--- src/rtl/alu_seq.sv ---
// rtl/alu_seq.sv - sequential ALU with single-cycle ops and an iterative shift-add multiplier
//
// Purpose:
//   Accepts one operation at a time via a valid/ready handshake. LOAD, SUM,
//   SUB, AND, XOR, NOT and INC finish on the accept edge. MUL runs an
//   unsigned shift-add over WIDTH further edges. Result and flags sit in one
//   output register and hold until the consumer takes them.
//
// Ports:
//   clk        - sole clock, rising edge
//   rst_n      - synchronous active-low reset
//   in_valid   - opcode/a/b present
//   in_ready   - operation can be accepted this cycle
//   opcode     - 0 LOAD, 1 SUM, 2 SUB, 3 AND, 4 XOR, 5 NOT, 6 INC, 7 MUL
//   a, b       - signed operands (MUL treats them as unsigned)
//   out_valid  - result and flags valid
//   out_ready  - consumer takes result this cycle
//   result     - registered operation result
//   overflow, negative, zero, equal, greater, less - flags belonging to result

module alu_seq #(
  parameter int WIDTH = 64
) (
  input  logic             clk,
  input  logic             rst_n,
  input  logic             in_valid,
  output logic             in_ready,
  input  logic [2:0]       opcode,
  input  logic [WIDTH-1:0] a,
  input  logic [WIDTH-1:0] b,
  output logic             out_valid,
  input  logic             out_ready,
  output logic [WIDTH-1:0] result,
  output logic             overflow,
  output logic             negative,
  output logic             zero,
  output logic             equal,
  output logic             greater,
  output logic             less
);

  localparam int CW = $clog2(WIDTH) + 1;

  localparam logic [2:0] OP_LOAD = 3'd0;
  localparam logic [2:0] OP_SUM  = 3'd1;
  localparam logic [2:0] OP_SUB  = 3'd2;
  localparam logic [2:0] OP_AND  = 3'd3;
  localparam logic [2:0] OP_XOR  = 3'd4;
  localparam logic [2:0] OP_NOT  = 3'd5;
  localparam logic [2:0] OP_INC  = 3'd6;
  localparam logic [2:0] OP_MUL  = 3'd7;

  typedef enum logic {
    IDLE,
    MUL_RUN
  } state_t;

  state_t state, state_nxt;

  logic                 accept;
  logic                 accept_mul;
  logic                 mul_last;
  logic [2*WIDTH-1:0]   acc;
  logic [2*WIDTH-1:0]   mcand;
  logic [2*WIDTH-1:0]   acc_step;
  logic [WIDTH-1:0]     mplier;
  logic [CW-1:0]        cnt;
  logic                 cmp_eq, cmp_gt, cmp_lt;
  logic [WIDTH-1:0]     alu_res;
  logic                 alu_ovf;

  // Accept is possible while the output register is empty or being drained
  // on this same edge.
  assign in_ready   = rst_n && (state == IDLE) && (!out_valid || out_ready);
  assign accept     = in_valid && in_ready;
  assign accept_mul = accept && (opcode == OP_MUL);

  // cnt counts completed iterations; the WIDTH-th edge after accept is the last.
  assign mul_last = (state == MUL_RUN) && (cnt == CW'(WIDTH - 1));
  assign acc_step = acc + (mplier[0] ? mcand : '0);

  always_ff @(posedge clk) begin
    if (!rst_n) begin
      state <= IDLE;
    end else begin
      state <= state_nxt;
    end
  end

  always_comb begin
    state_nxt = state;
    case (state)
      IDLE:    if (accept_mul) state_nxt = MUL_RUN;
      MUL_RUN: if (mul_last)   state_nxt = IDLE;
      default: state_nxt = IDLE;
    endcase
  end

  always_comb begin
    alu_res = '0;
    alu_ovf = 1'b0;
    case (opcode)
      OP_LOAD: alu_res = a;
      OP_SUM: begin
        alu_res = a + b;
        alu_ovf = (a[WIDTH-1] == b[WIDTH-1]) && (alu_res[WIDTH-1] != a[WIDTH-1]);
      end
      OP_SUB: begin
        alu_res = a - b;
        alu_ovf = (a[WIDTH-1] != b[WIDTH-1]) && (alu_res[WIDTH-1] != a[WIDTH-1]);
      end
      OP_AND:  alu_res = a & b;
      OP_XOR:  alu_res = a ^ b;
      OP_NOT:  alu_res = ~a;
      OP_INC: begin
        alu_res = a + WIDTH'(1);
        alu_ovf = (a == {1'b0, {(WIDTH-1){1'b1}}});
      end
      default: begin
        alu_res = '0;
        alu_ovf = 1'b0;
      end
    endcase
  end

  // Multiplier: multiplicand shifts left, multiplier shifts right, one bit per edge.
  // Comparison flags are taken from the operands at accept and held for the end.
  always_ff @(posedge clk) begin
    if (!rst_n) begin
      acc    <= '0;
      mcand  <= '0;
      mplier <= '0;
      cnt    <= '0;
      cmp_eq <= 1'b0;
      cmp_gt <= 1'b0;
      cmp_lt <= 1'b0;
    end else if (accept_mul) begin
      acc    <= '0;
      mcand  <= {{WIDTH{1'b0}}, a};
      mplier <= b;
      cnt    <= '0;
      cmp_eq <= (a == b);
      cmp_gt <= ($signed(a) > $signed(b));
      cmp_lt <= ($signed(a) < $signed(b));
    end else if (state == MUL_RUN) begin
      acc    <= acc_step;
      mcand  <= mcand << 1;
      mplier <= mplier >> 1;
      cnt    <= cnt + CW'(1);
    end
  end

  // MUL accept never coincides with a pending result: the drain falls through
  // to the out_ready branch, leaving out_valid low for the whole MUL_RUN.
  always_ff @(posedge clk) begin
    if (!rst_n) begin
      out_valid <= 1'b0;
      result    <= '0;
      overflow  <= 1'b0;
      negative  <= 1'b0;
      zero      <= 1'b0;
      equal     <= 1'b0;
      greater   <= 1'b0;
      less      <= 1'b0;
    end else if (accept && !accept_mul) begin
      out_valid <= 1'b1;
      result    <= alu_res;
      overflow  <= alu_ovf;
      negative  <= alu_res[WIDTH-1];
      zero      <= (alu_res == '0);
      equal     <= (a == b);
      greater   <= ($signed(a) > $signed(b));
      less      <= ($signed(a) < $signed(b));
    end else if (mul_last) begin
      out_valid <= 1'b1;
      result    <= acc_step[WIDTH-1:0];
      overflow  <= |acc_step[2*WIDTH-1:WIDTH];
      negative  <= acc_step[WIDTH-1];
      zero      <= (acc_step[WIDTH-1:0] == '0);
      equal     <= cmp_eq;
      greater   <= cmp_gt;
      less      <= cmp_lt;
    end else if (out_ready) begin
      out_valid <= 1'b0;
    end
  end

endmodule
--- config.mk ---
export PLATFORM = sky130hd
export DESIGN_NAME = alu_seq
export DESIGN_NICKNAME = d
export VERILOG_FILES = /design/src/rtl/alu_seq.sv
export SDC_FILE = /design/constraint.sdc
export NUM_CORES = 2
export LEC_CHECK = 0
export CORE_UTILIZATION = 40
export DETAILED_ROUTE_END_ITERATION = 10
export GPL_TIMING_DRIVEN = 0
export SYNTH_ARGS = -nofsm -noshare
export SYNTH_HDL_FRONTEND = slang
export SYNTH_SLANG_ARGS = --single-unit
export TNS_END_PERCENT = 5
--- constraint.sdc ---
create_clock -name clk -period 5.3 [get_ports clk]
set_input_delay 0.795 -clock clk [delete_from_list [all_inputs] [get_ports clk]]
set_output_delay 0.795 -clock clk [all_outputs]
set_load 0.02 [all_outputs]
# Yosys cells after proc, flatten, opt, wreduce, memory -nomap -nowiden
# Cells that the tools add are included.
# totals
ram_bits,0
mem_bits_ro,0
input_bits,135
register_bits,402
out_inout_bits,72
memories,0
latch_bits,0
# op_classes
shifts,0
n_eq_ne,14
bitwise_logic,5
addsub,5
div_mod_pow,0
magnitude_cmp,2
n_mux,27
reduce_logical,19
mul,0
# op_table
operator,count
64-bit case mux with 7 select lines,1
64-bit two-way mux,6
128-bit adder,1
64-bit logical NOT,2
128-bit two-way mux,1
64-bit by 1-bit adder with 64-bit output (second input constant),1
64-bit adder,1
64-bit bitwise AND,1
64-bit by 63-bit == test with 1-bit output (second input constant),1
64-bit == test,1
64-bit > comparator,1
64-bit less-than comparator,1
64-bit NOT,1
64-bit OR reduction,1
64-bit subtractor,1
64-bit XOR,1
1-bit two-way mux,17
3-bit == test (second input constant),4
1-bit logical AND,8
7-bit by 1-bit adder with 7-bit output (second input constant),1
7-bit by 6-bit == test with 1-bit output (second input constant),1
3-bit by 2-bit == test with 1-bit output (second input constant),2
2-bit nonzero test,2
3-bit by 1-bit == test with 1-bit output (second input constant),1
10 further kinds,14

# Depth between registers and ports, before layout
# logic_depth
word_depth,8
ltp_mapped,18

# Worst setup path before layout
# Ideal clock, no wire load.
# synth_timing
kind,reg2reg
start,register mplier[0]
end,register overflow
arrival_ns,4.259
slack_ns,0.912
synth_period_minus_slack_ns,4.388
stages_incl_launch_ff,19
setup_ns,0.129
t_required_ns,5.171
path_cell_list,dfxtp_1 > clkbuf_1 > clkbuf_1 > and2_1 > ha_1 > buf_2 > nand4_1 > a2111oi_2 > a2111oi_4 > o31a_1 > o211a_1 > o31a_1 > o21bai_1 > xor2_1 > or4_1 > nor4_1 > nand4_1 > nor4_1 > a31oi_1
# synth_between
elab_chain_cells,5
# synth_lines
item,line_no,source
"start, declared",66,logic [WIDTH-1:0] mplier;
"start signal, assigned",148,mplier <= mplier >> 1;
128-bit two-way mux,80,assign acc_step = acc + (mplier[0] ? mcand : '0);
128-bit adder,80,
64-bit OR reduction,177,overflow <= |acc_step[2*WIDTH-1:WIDTH];
1-bit two-way mux,174,end else if (mul_last) begin
1-bit two-way mux,165,end else if (accept && !accept_mul) begin
"end signal, assigned",168,overflow <= alu_ovf;
"end signal, assigned",177,
"end, declared",34,"output logic overflow,"
# Every way passes these cells. The select of a mux whose other input is x is not followed.
# A chain may end at the register's enable or synchronous reset.

# Worst setup path after layout
# layout_timing
start,register state
end,register mplier[57]
# layout_between
elab_chain_cells,6
word_cells_on_any_way,7
classes_between,1 x mux; 1 x bitwise; 5 x reduce/logical
# layout_lines
item,line_no,source
"start, declared",58,"state_t state, state_nxt;"
"start signal, assigned",86,state <= state_nxt;
1-bit NOT,74,assign in_ready = rst_n && (state == IDLE) && (!out_valid || out_ready);
1-bit logical AND (2 in series),74,
1-bit logical AND,75,assign accept = in_valid && in_ready;
1-bit logical AND,76,assign accept_mul = accept && (opcode == OP_MUL);
64-bit two-way mux / 2-bit nonzero test (equally long branches),n/a,
# Parallel ways exist; a longest one is shown, timed or not.

==> out/metrics.yaml <==
yosysWarnings: 0
grt_max_degree: 14
synth_area_sq_um: 39800
clock_latency_ns: 0.68
cap_viol_max_count: 1
ant_nets: 0
cellLeakagePower_nw: 17.8
setup_tns_ns: -2.52
remaining_drc_errors: 0
syn_inst: 5478
run_status: "complete, but fails checks"
maxSlewViolCount: 11
holdWs_ns: 0.456
setup_viol: 71
nNetsFinal: 6141
gr-total-overflow: 0
dieArea_sq_um: 101000
min_from: "mplier[58]"
fmax_mhz: 181
vias: 47400
cts_root_buf: "clkbuf_16"
rsz0062_at_grt: "true"
relSlewSlack: -0.0268
fin_crit_sh: 1.04
area_delta_synth_final_pct: 17.7
grt_pass1_wl_um: 302000
cts_tree: "done"
yosysTopAreaCellShare: 0.202
die_x_um: 317
finalCriticalPeriod_ns: 5.53
synth_top_area_cell: "dfxtp_1"
synth_edf_count: 0
r2r-start: "state"
worst_pin_slew_ns: 1.54
drt-initial-drc-count: 6273
hpwl_um: 173000
synth_flop_cell: "dfxtp_1"
ioPinCount: 207
p_per_area_nw_per_um2: 198
initial_core_util: 0.404
routed_via_density: 6.70
dr.pass1.iters: 9
cp-end-kind: "flip-flop"
core_sq_um: 98400
synth-seq-cells: 401
dp.cells: 6971
die_h_um: 317
cp-start-kind: "flip-flop"
synthTopCellsByArea: "dfxtp_1, ha_1, nor2_1"
finalHoldViolCount: 0
drive_gt1_frac: 0.102
port_buffers: 204
fillers: 10200
violations: "capacitance limit, slew limit, setup timing"
async_flop_share: 0
cp_max_fo: 10
numCtsBuffers: 49
regArea_sq_um: 8030
ys_seq_area_frac: 0.202
gp_congestion: 1.04
p_total_mw: 9.24
grt.total_usage: 0.410
stdcell_count: 7073
clk_pin_slew_ns: 0.06
required_ns: 5.87
crit_arrival_ns: 6.10
num_rows: 115
yosysUniqueCellTypes: 130
fin_util: 0.475
ir_drop_uv: 236
syn_area_per_cell_sq_um: 7.26
post_drt_wl_per_cell_um: 30.5
worst_slack_ns: -0.226
clock_skew_ns: 0.0284
place_ws_ns: -2.76
worstHoldPathType: "reg -> reg"
place_area_sq_um: 43400
multi_input_area_sq_um: 30600
design_area_sq_um: 46800
path_class: "reg -> reg"
htreeDepth: 2
startpoint: "state"
routed_wl_um: 216000
clk_path_buf_depth: 3
antenna_found_initial: 14
cts_sinks: 401
synth_nets: 5874
grt_pass1_vias: 42800
cell usage after synthesis, types with 23 or more instances:
master,count
or4_1,23
dfxtp_1,401
or3_1,27
a22oi_1,73
nor4_1,59
a21o_1,84
xnor2_1,105
nor2_1,648
buf_2,62
and2_1,166
o221ai_1,53
inv_1,171
nand4_1,159
o21ai_0,299
o31ai_1,45
nand3_1,111
a31oi_1,39
xor2_1,82
nand2_1,456
ha_1,258
clkbuf_1,296
o21a_1,51
o21bai_1,70
a221oi_1,162
o211ai_1,48
or2_2,27
a211oi_1,52
and3_1,137
nand2b_1,24
a21boi_0,37
nor3_1,108
nor2b_1,35
a21oi_1,484
a311oi_1,26
mux2i_1,187
cells by family after synthesis:
family / count (synthesis) / share of synthesized area
muxes: 192 / 0.0488
adders and majority gates: 261 / 0.0827
and+or+nand+nor: 2071 / 0.258
buffers and inverters: 588 / 0.0619
xor gates and xnor gates: 187 / 0.0412
DFF: 401 / 0.202
AOI/OAI and AO/OA: 1778 / 0.305
final cells by class:
type / instances / share of cell area
Antenna cell: 6 / 0.000321
Buffer: 364 / 0.0376
Clock buffer: 70 / 0.0298
Clock inverter: 16 / 0.00401
Inverter: 183 / 0.0148
Multi-Input combinational cell: 4489 / 0.654
Sequential cell: 401 / 0.172
Tap cell: 1287 / 0.0344
Timing Repair Buffer: 257 / 0.0530
placed cells by master, fill, tap and decap left out, types with 35 or more instances in the layout:
cell type        instances
nor2_1                 641
inv_1                  170
o221ai_1                50
o21ai_0                274
clkbuf_16               49
o21a_1                  50
nand3_1                109
clkbuf_2                57
xor2_1                  80
nand2_1                451
buf_2                   60
a21o_1                  83
clkdlybuf4s50_1        178
mux2i_1                187
and3_1                 137
o21ai_1                 39
nor4_1                  39
clkbuf_1               212
ha_1                   240
o31ai_1                 42
xnor2_1                100
o21bai_1                69
a211oi_1                46
a221oi_1               161
nor3_1                  93
a22oi_1                 72
buf_4                   57
dfxtp_1                400
nand4_1                159
and2_1                 165
o211ai_1                48
a21oi_1                463
nor2b_1                 35
state kept, by name, summed over array words and instances, names as in the netlist, 7 cells and up:
| name | cells |
|---|---|
| acc | 128 |
| cnt | 7 |
| mcand | 128 |
| mplier | 64 |
| result | 64 |
worst paths after layout:
path                      to  slack, ns  cells after the start
setup reg to reg  mplier[57]      -0.23                     10
setup / recovery  mplier[57]      -0.23                     10
hold reg to reg   mplier[58]       0.46                      2
hold / removal    mplier[58]       0.46                      2
critical path: stages, from the launching register on:
cell and delay, ns:
dfxtp_1 0.30, buf_2 0.22, inv_2 0.31, and3_1 0.30
clkbuf_1 0.49, nand2_1 0.40, nor2_1 0.85, clkbuf_1 1.19
clkbuf_1 0.75, a22oi_1 0.36, a21oi_1 0.23
where the power goes:
group	switching, mW	internal, mW	leakage (nW)
Sequential	0.0601	3.06	3.24
Clock	1.55	1.93	0.762
Combinational	1.83	0.811	13.8
repair_timing:
action / CTS / global route
pin swaps: 24 / 52
resized for setup: 210 / 209
hold buffers: 0 / 0
buffers inserted: 20 / 32
gates cloned: 0 / 0
endpoints found under the setup margin: 328 / 87
per-layer routing:
metal  global-route usage  share of wire  vias up
met1                0.579           0.43    23000
met4                0.187          0.052        8
met2                0.568           0.39     2942
li1                     -              -    20900
met3                0.119           0.13      525
met5                    0         0.0012        -
(Power assumes the default switching activity.)
